File: config.mk
export PLATFORM = sky130hd
export DESIGN_NAME = wos_weight_expander
export DESIGN_NICKNAME = d
export VERILOG_FILES = /design/src/rtl/wos_weight_expander.sv
export SDC_FILE = /design/constraint.sdc
export NUM_CORES = 1
export LEC_CHECK = 0
export BUFFER_PORTS_ARGS = -buffer_cell sky130_fd_sc_hd__buf_4
export CELL_PAD_IN_SITES_DETAIL_PLACEMENT = 1
export CELL_PAD_IN_SITES_GLOBAL_PLACEMENT = 1
export CORE_ASPECT_RATIO = 0.6
export CORE_MARGIN = 1
export CORE_UTILIZATION = 38
export CTS_CLUSTER_DIAMETER = 150
export DETAILED_ROUTE_END_ITERATION = 10
export HOLD_SLACK_MARGIN = 0.03
export PLACE_DENSITY_LB_ADDON = 0.1
export SLEW_MARGIN = 30
export SYNTH_ARGS = -nofsm -noshare
export SYNTH_HDL_FRONTEND = slang
export SYNTH_SLANG_ARGS = --single-unit
File: constraint.sdc
create_clock -name clk -period 2.1 [get_ports clk]
set_clock_uncertainty 0.1 [all_clocks]
set_input_delay 0.42 -clock clk [delete_from_list [all_inputs] [get_ports clk]]
set_output_delay 0.42 -clock clk [all_outputs]
set_load 0.03 [all_outputs]
File: src/rtl/wos_weight_expander.sv
// Weighted-sample expander feeding the rank-order filter core: each accepted
// sample is replayed once per cycle for in_weight cycles, and window fill is tracked.
module wos_weight_expander #(
  parameter int N           = 5,
  parameter int DATA_BITS   = 8,
  parameter int WEIGHT_BITS = 3,
  parameter int FILL_BITS   = $clog2(N + 1)
) (
  input  logic                   clk,
  input  logic                   rst,
  input  logic                   flush,
  input  logic                   in_valid,
  output logic                   in_ready,
  input  logic [DATA_BITS-1:0]   in_data,
  input  logic [WEIGHT_BITS-1:0] in_weight,
  output logic                   out_valid,
  output logic [DATA_BITS-1:0]   out_data,
  output logic                   window_full,
  output logic                   debug_state
);

  // Handshake: a sample transfers on a rising edge where in_valid and in_ready
  // are both high. in_ready is derived from registered state and flush only,
  // never from in_valid; in_valid may be withdrawn before a transfer.

  typedef enum logic {
    IDLE = 1'b0,
    EMIT = 1'b1
  } state_t;

  state_t                 state, state_next;
  logic [WEIGHT_BITS-1:0] remaining, remaining_next;
  logic [DATA_BITS-1:0]   hold, hold_next;
  logic [FILL_BITS-1:0]   fill, fill_next;
  logic                   started;
  logic                   last_copy;
  logic                   accept;

  // started keeps in_ready low until the first edge after reset release.
  assign last_copy = (state == EMIT) && (remaining == WEIGHT_BITS'(1));
  assign in_ready  = started && !flush && ((state == IDLE) || last_copy);
  assign accept    = in_valid && in_ready;

  always_comb begin
    state_next     = state;
    remaining_next = remaining;
    hold_next      = hold;
    fill_next      = fill;

    if (flush) begin
      state_next     = IDLE;
      remaining_next = '0;
      fill_next      = '0;
    end else begin
      if (state == EMIT) begin
        if (last_copy) begin
          state_next     = IDLE;
          remaining_next = '0;
        end else begin
          remaining_next = remaining - WEIGHT_BITS'(1);
        end
      end
      // A weight-0 sample is consumed but never reaches the output.
      if (accept && (in_weight != '0)) begin
        state_next     = EMIT;
        remaining_next = in_weight;
        hold_next      = in_data;
      end
      // Count the copy that becomes visible after this edge; saturate at N.
      if ((state_next == EMIT) && (fill != FILL_BITS'(N))) begin
        fill_next = fill + FILL_BITS'(1);
      end
    end
  end

  always_ff @(posedge clk or negedge rst) begin
    if (!rst) begin
      state       <= IDLE;
      remaining   <= '0;
      hold        <= '0;
      fill        <= '0;
      window_full <= 1'b0;
      started     <= 1'b0;
    end else begin
      state       <= state_next;
      remaining   <= remaining_next;
      hold        <= hold_next;
      fill        <= fill_next;
      window_full <= (fill_next == FILL_BITS'(N));
      started     <= 1'b1;
    end
  end

  assign out_valid   = (state == EMIT);
  assign out_data    = hold;
  assign debug_state = state;

endmodule

==> Word-level counts from Yosys, hierarchy flattened <==
Index checks and enable logic that the tools add are counted.
{ "classes": {"bitwise": 2, "n_reduce_logical": 11, "n_addsub": 2, "eq_ne": 3, "muxes": 11} }
{ "op_table": {"columns": ["operator", "count"], "rows": [
  ["two-way mux 3 bit", 6],
  ["logical AND 1 bit", 6],
  ["nonzero test 3 bit", 2],
  ["two-way mux 1 bit", 5],
  ["adder 3 x 1 -> 3 bit, second input constant", 1],
  ["equality test 3 x 1 -> 1 bit, second input constant", 1],
  ["equality test 3 bit, second input constant", 1],
  ["!= test 3 bit, second input constant", 1],
  ["subtractor 3 x 1 -> 3 bit, second input constant", 1],
  ["NOT 1 bit", 2],
  ["AND reduction 2 bit", 1],
  ["zero test 1 bit", 1],
  ["logical OR 1 bit", 1]
]} }
{ "totals": {"register_bits": 17, "out_inout_bits": 12, "elab_cells": 35, "inputBits": 15} }

==> Logic depth before layout (Yosys ltp) <==
{ "logic_depth": {"depth_word": 12, "mapped_depth": 8, "ltp_nobuf": 7} }

==> Least setup slack after synthesis <==
OpenSTA, ideal clock, no wires.
{ "synth_path": {"path_type": "register to output", "start": "reg remaining[1]", "end": "out in_ready", "t_arrival_ns": 1.742, "path_buffers": 1, "stages_incl_launch_ff": 7, "slack_ns": -0.162, "required_ns": 1.580, "cell_sequence": "dfrtp_1 > inv_1 > ha_1 > nand2b_2 > and2_0 > clkbuf_1 > nor3b_1"} }
{ "synth_via": {"elab_chain_len": 4} }
{ "synth_rtl": {"columns": ["element", "line_no", "rtl"], "rows": [
  ["start, declared", "32", "logic [WEIGHT_BITS-1:0] remaining, remaining_next;"],
  ["start signal, assigned", "86", "remaining <= remaining_next;"],
  ["equality test 3 x 1 -> 1 bit", "40", "assign last_copy = (state == EMIT) && (remaining == WEIGHT_BITS'(1));"],
  ["logical AND 1 bit", "40", null],
  ["logical OR 1 bit", "41", "assign in_ready = started && !flush && ((state == IDLE) || last_copy);"],
  ["logical AND 1 bit", "41", null],
  ["end, declared", "13", "output logic in_ready,"]
]} }
Every way passes these cells.

==> Worst setup path in the final report <==
{ "layout_path": {"start": "reg remaining[0]", "end": "out in_ready"} }
Same word-level chain as after synthesis.

==> metrics.md <==
| Metric | Value |
|---|---|
| Status | `completed` |
| Worst Hold End | `out_data[5]` |
| Clk_lat worst skew | `250 ps` |
| Avg Vias per Cell | `4.815` |
| CTS sink cnt | `17` |
| DR DRC count | `0` |
| Final hold violations | `0` |
| Commonest non-fill, non-tap cell in the layout | `buf_4` |
| Relative slew margins | `0.6429` |
| Synthesized Nets | `93` |
| Hold path startpoint | `in_data[5]` |
| Post-Place Setup Slack | `136.9 ps` |
| Port Buf Inserts | `26` |
| Die footprint | `2517 sq um` |
| 1st-iter DRT viols | `20` |
| Final Core Density | `0.5505` |
| First-pass GRT wire length | `around 3.2 mm` |
| Via count | `650` |
| Synthesized instance count | `74` |
| Max Slew Vio Count | `0` |
| CTS tree | `built` |
| Hold depth | `2` |
| RSZ-0062 raised after global routing | `no` |
| Worst-case reg-to-reg path depth | `4` |
| Post-Syn Area | `879.6 sq um` |
| Setup Buffers After CTS | `0` |
| Detail Route Antenna Nets | `0` |
| Clock Tree Buf Depth | `2` |
| Setup TNS | `0 ps` |
| Initial antenna violation count | `0` |
| Endpoints failing setup | `0` |
| Area of the core | `2180 sq um` |
| Fin crit period | `2031 ps` |
| Fin cells | `135` |
| Maximum net fanout on the critical path | `3` |
| Flop-to-flop setup slack | `210 ps` |
| Leakage power | `0.5670 nW` |
| Syn Area/Cell | `11.89 sq um` |
| Worst Hold Margin | `between 300 and 400 ps` |
| PwrDens | `824.9 nW/um^2` |
| Ys Warns | `0` |
| Period utilization | `0.9669` |
| Most frequent cells in the layout | `buf_4 (29), dfrtp_1 (17), nor2_1 (8), mux2_2 (8), inv_1 (5)` |
| RePlAce Congestion | `0.7856` |
| Post-DP HPWL | `1.627 mm` |
| Nets | `125` |
| Hold Path Class | `primary input to flip-flop` |
| Final Worst Setup Slack | `69.43 ps` |
| Chip height | `39.27 um` |
| Routed WL per cell | `15.90 um` |
| Crit Path Class | `flip-flop to output port` |
| Required @ worst endpoint | `1580 ps` |
| Clock root cell | `clkbuf_8` |
| Register bit total from synthesis | `17` |
| Area Growth Syn to Fin | `36.42%` |
| Largest net degree at the start of global routing | `18` |
| Slew @ Worst Pin | `534.0 ps` |
| Drt pass-1 iters | `4` |
| Cts bufs inserted | `3` |
| Ratio of cells with drive above 1 in the final layout | `0.5048` |
| Starting Density | `0.4036` |
| Vias in the first global route | `between 600 and 700` |
| Sequential area share after synthesis | `0.4836` |
| Max-cap violation count | `0` |
| Endpoint of the worst-slack reg-to-reg timing path | `out_data[7]` |
| Fill cell total of the finished layout | `roughly 250` |
| IO Count | `27` |
| CP Data Arrival Time | `~1500 ps` |
| Worst VDD drop | `~0.35 mV` |
| Overall global routing resource usage | `0.1827` |
| Clock-pin slew on the worst setup and hold paths | `roughly 70 ps` |
| Fmax achieved | `around 490 MHz` |
| Htree depth | `1` |
| Num rows | `13` |
| Number of diodes | `0` |
| Dpl cells | `130` |
| Worst Setup Start Kind | `flip-flop` |
| Setup crit end kind | `output port` |
| Global route overflow | `0` |
| Die Wd | `64.11 um` |
| Post-synth cell types | `27` |
| Routed WL | `2.147 mm` |
| Worst reg2reg startpoint | `remaining[0]` |
cell type report:
| type | count | area (sq um) | area share |
|---|---|---|---|
| clock buffers | 3 | 41.29 | 0.03441 |
| multi-input cells | 48 | 440.4 | 0.3670 |
| repair buffers | 30 | 227.7 | 0.1898 |
| clock inverters | 1 | 5.005 | 0.004171 |
| well taps | 30 | 37.54 | 0.03128 |
| flip-flops and latches | 17 | 425.4 | 0.3545 |
| inverters | 6 | 22.52 | 0.01877 |
stage by stage:
stage | power, mW | cell area (sq um)
floorplan | 0.6094 | 884.6
global placement | 0.7329 | 1124
detailed placement | 0.7440 | 1124
CTS | 0.9977 | 1182
global route | 1.048 | 1200
finish | 0.9898 | 1200
cells in the mapped netlist:
master	number	area [sq um]
buf_4	1	7.510
a22oi_1	1	7.510
mux2_2	8	90.09
a211oi_4	2	40.04
inv_1	6	22.52
xor2_1	1	8.760
and2_0	1	6.260
and3_1	1	6.260
nor3b_1	1	7.510
conb_1	1	3.750
clkbuf_1	1	3.750
o31a_1	1	8.760
nor3_1	3	15.01
a21boi_4	1	18.77
clkbuf_2	1	5.000
a21o_2	1	8.760
o21a_1	1	7.510
nor2_1	8	30.03
mux2i_1	2	20.02
a21oi_1	4	20.02
nand2_1	2	7.510
nand2b_2	2	17.52
o311ai_4	1	26.28
nor3_2	1	10.01
dfrtp_1	17	425.4
ha_1	4	50.05
nand3_1	1	5.000
report_power, final:
part | total [mW] | switching, mW | leakage [nW] | internal (mW)
Combinational | 0.332 | 0.185 | 0.327 | 0.147
Clock | 0.241 | 0.109 | 0.0255 | 0.132
Sequential | 0.418 | 0.0395 | 0.215 | 0.378
Total | 0.990 | 0.333 | 0.567 | 0.656
flip-flops by register name (all words and copies together), names as in the netlist:
register     flops
fill             3
started          1
debug_state      1
out_data         8
remaining        3
window_full      1
worst max-delay path: stages (launching register included):
cell      delay (ps)
dfrtp_1          470
ha_4             200
nand2b_4          80
and2_4           180
nor3b_2          150
buf_4            180
per-layer routing:
metal	track usage	vias up	wire length [um]
met5	0	-	0
met4	0.03333	0	8
met3	0.07267	2	103
met2	0.2739	15	1009
met1	0.2509	323	1025
li1	-	310	-
repair_timing:
item	in CTS	in global routing
gates cloned	0	0
hold endpoints to repair	17	0
gates resized for setup	2	4
endpoints found under the setup margin	1	1
hold buffers	1	0
how the worst max path moves through the flow:
stage	startpoint	endpoint	slack, ps	cells past startpoint
6_report	remaining[0]	in_ready	70	5
5_1_grt	remaining[0]	in_ready	20	5
4_1_cts	remaining[1]	in_ready	9	6
3_5_place_dp	remaining[1]	out_data[3]	140	5
3_3_place_gp	remaining[1]	out_data[6]	170	5
2_1_floorplan	remaining[1]	in_ready	130	6
cells by family after synthesis:
family                     synth area share
AOI/OAI and AO/OA                    0.1565
xor gates and xnor gates           0.009959
adders and majority gates           0.05690
buffers and inverters               0.04409
DFF                                  0.4836
muxes                                0.1252
other                              0.004263
and+or+nand+nor                      0.1195
Power figures use the tool's default switching activity.
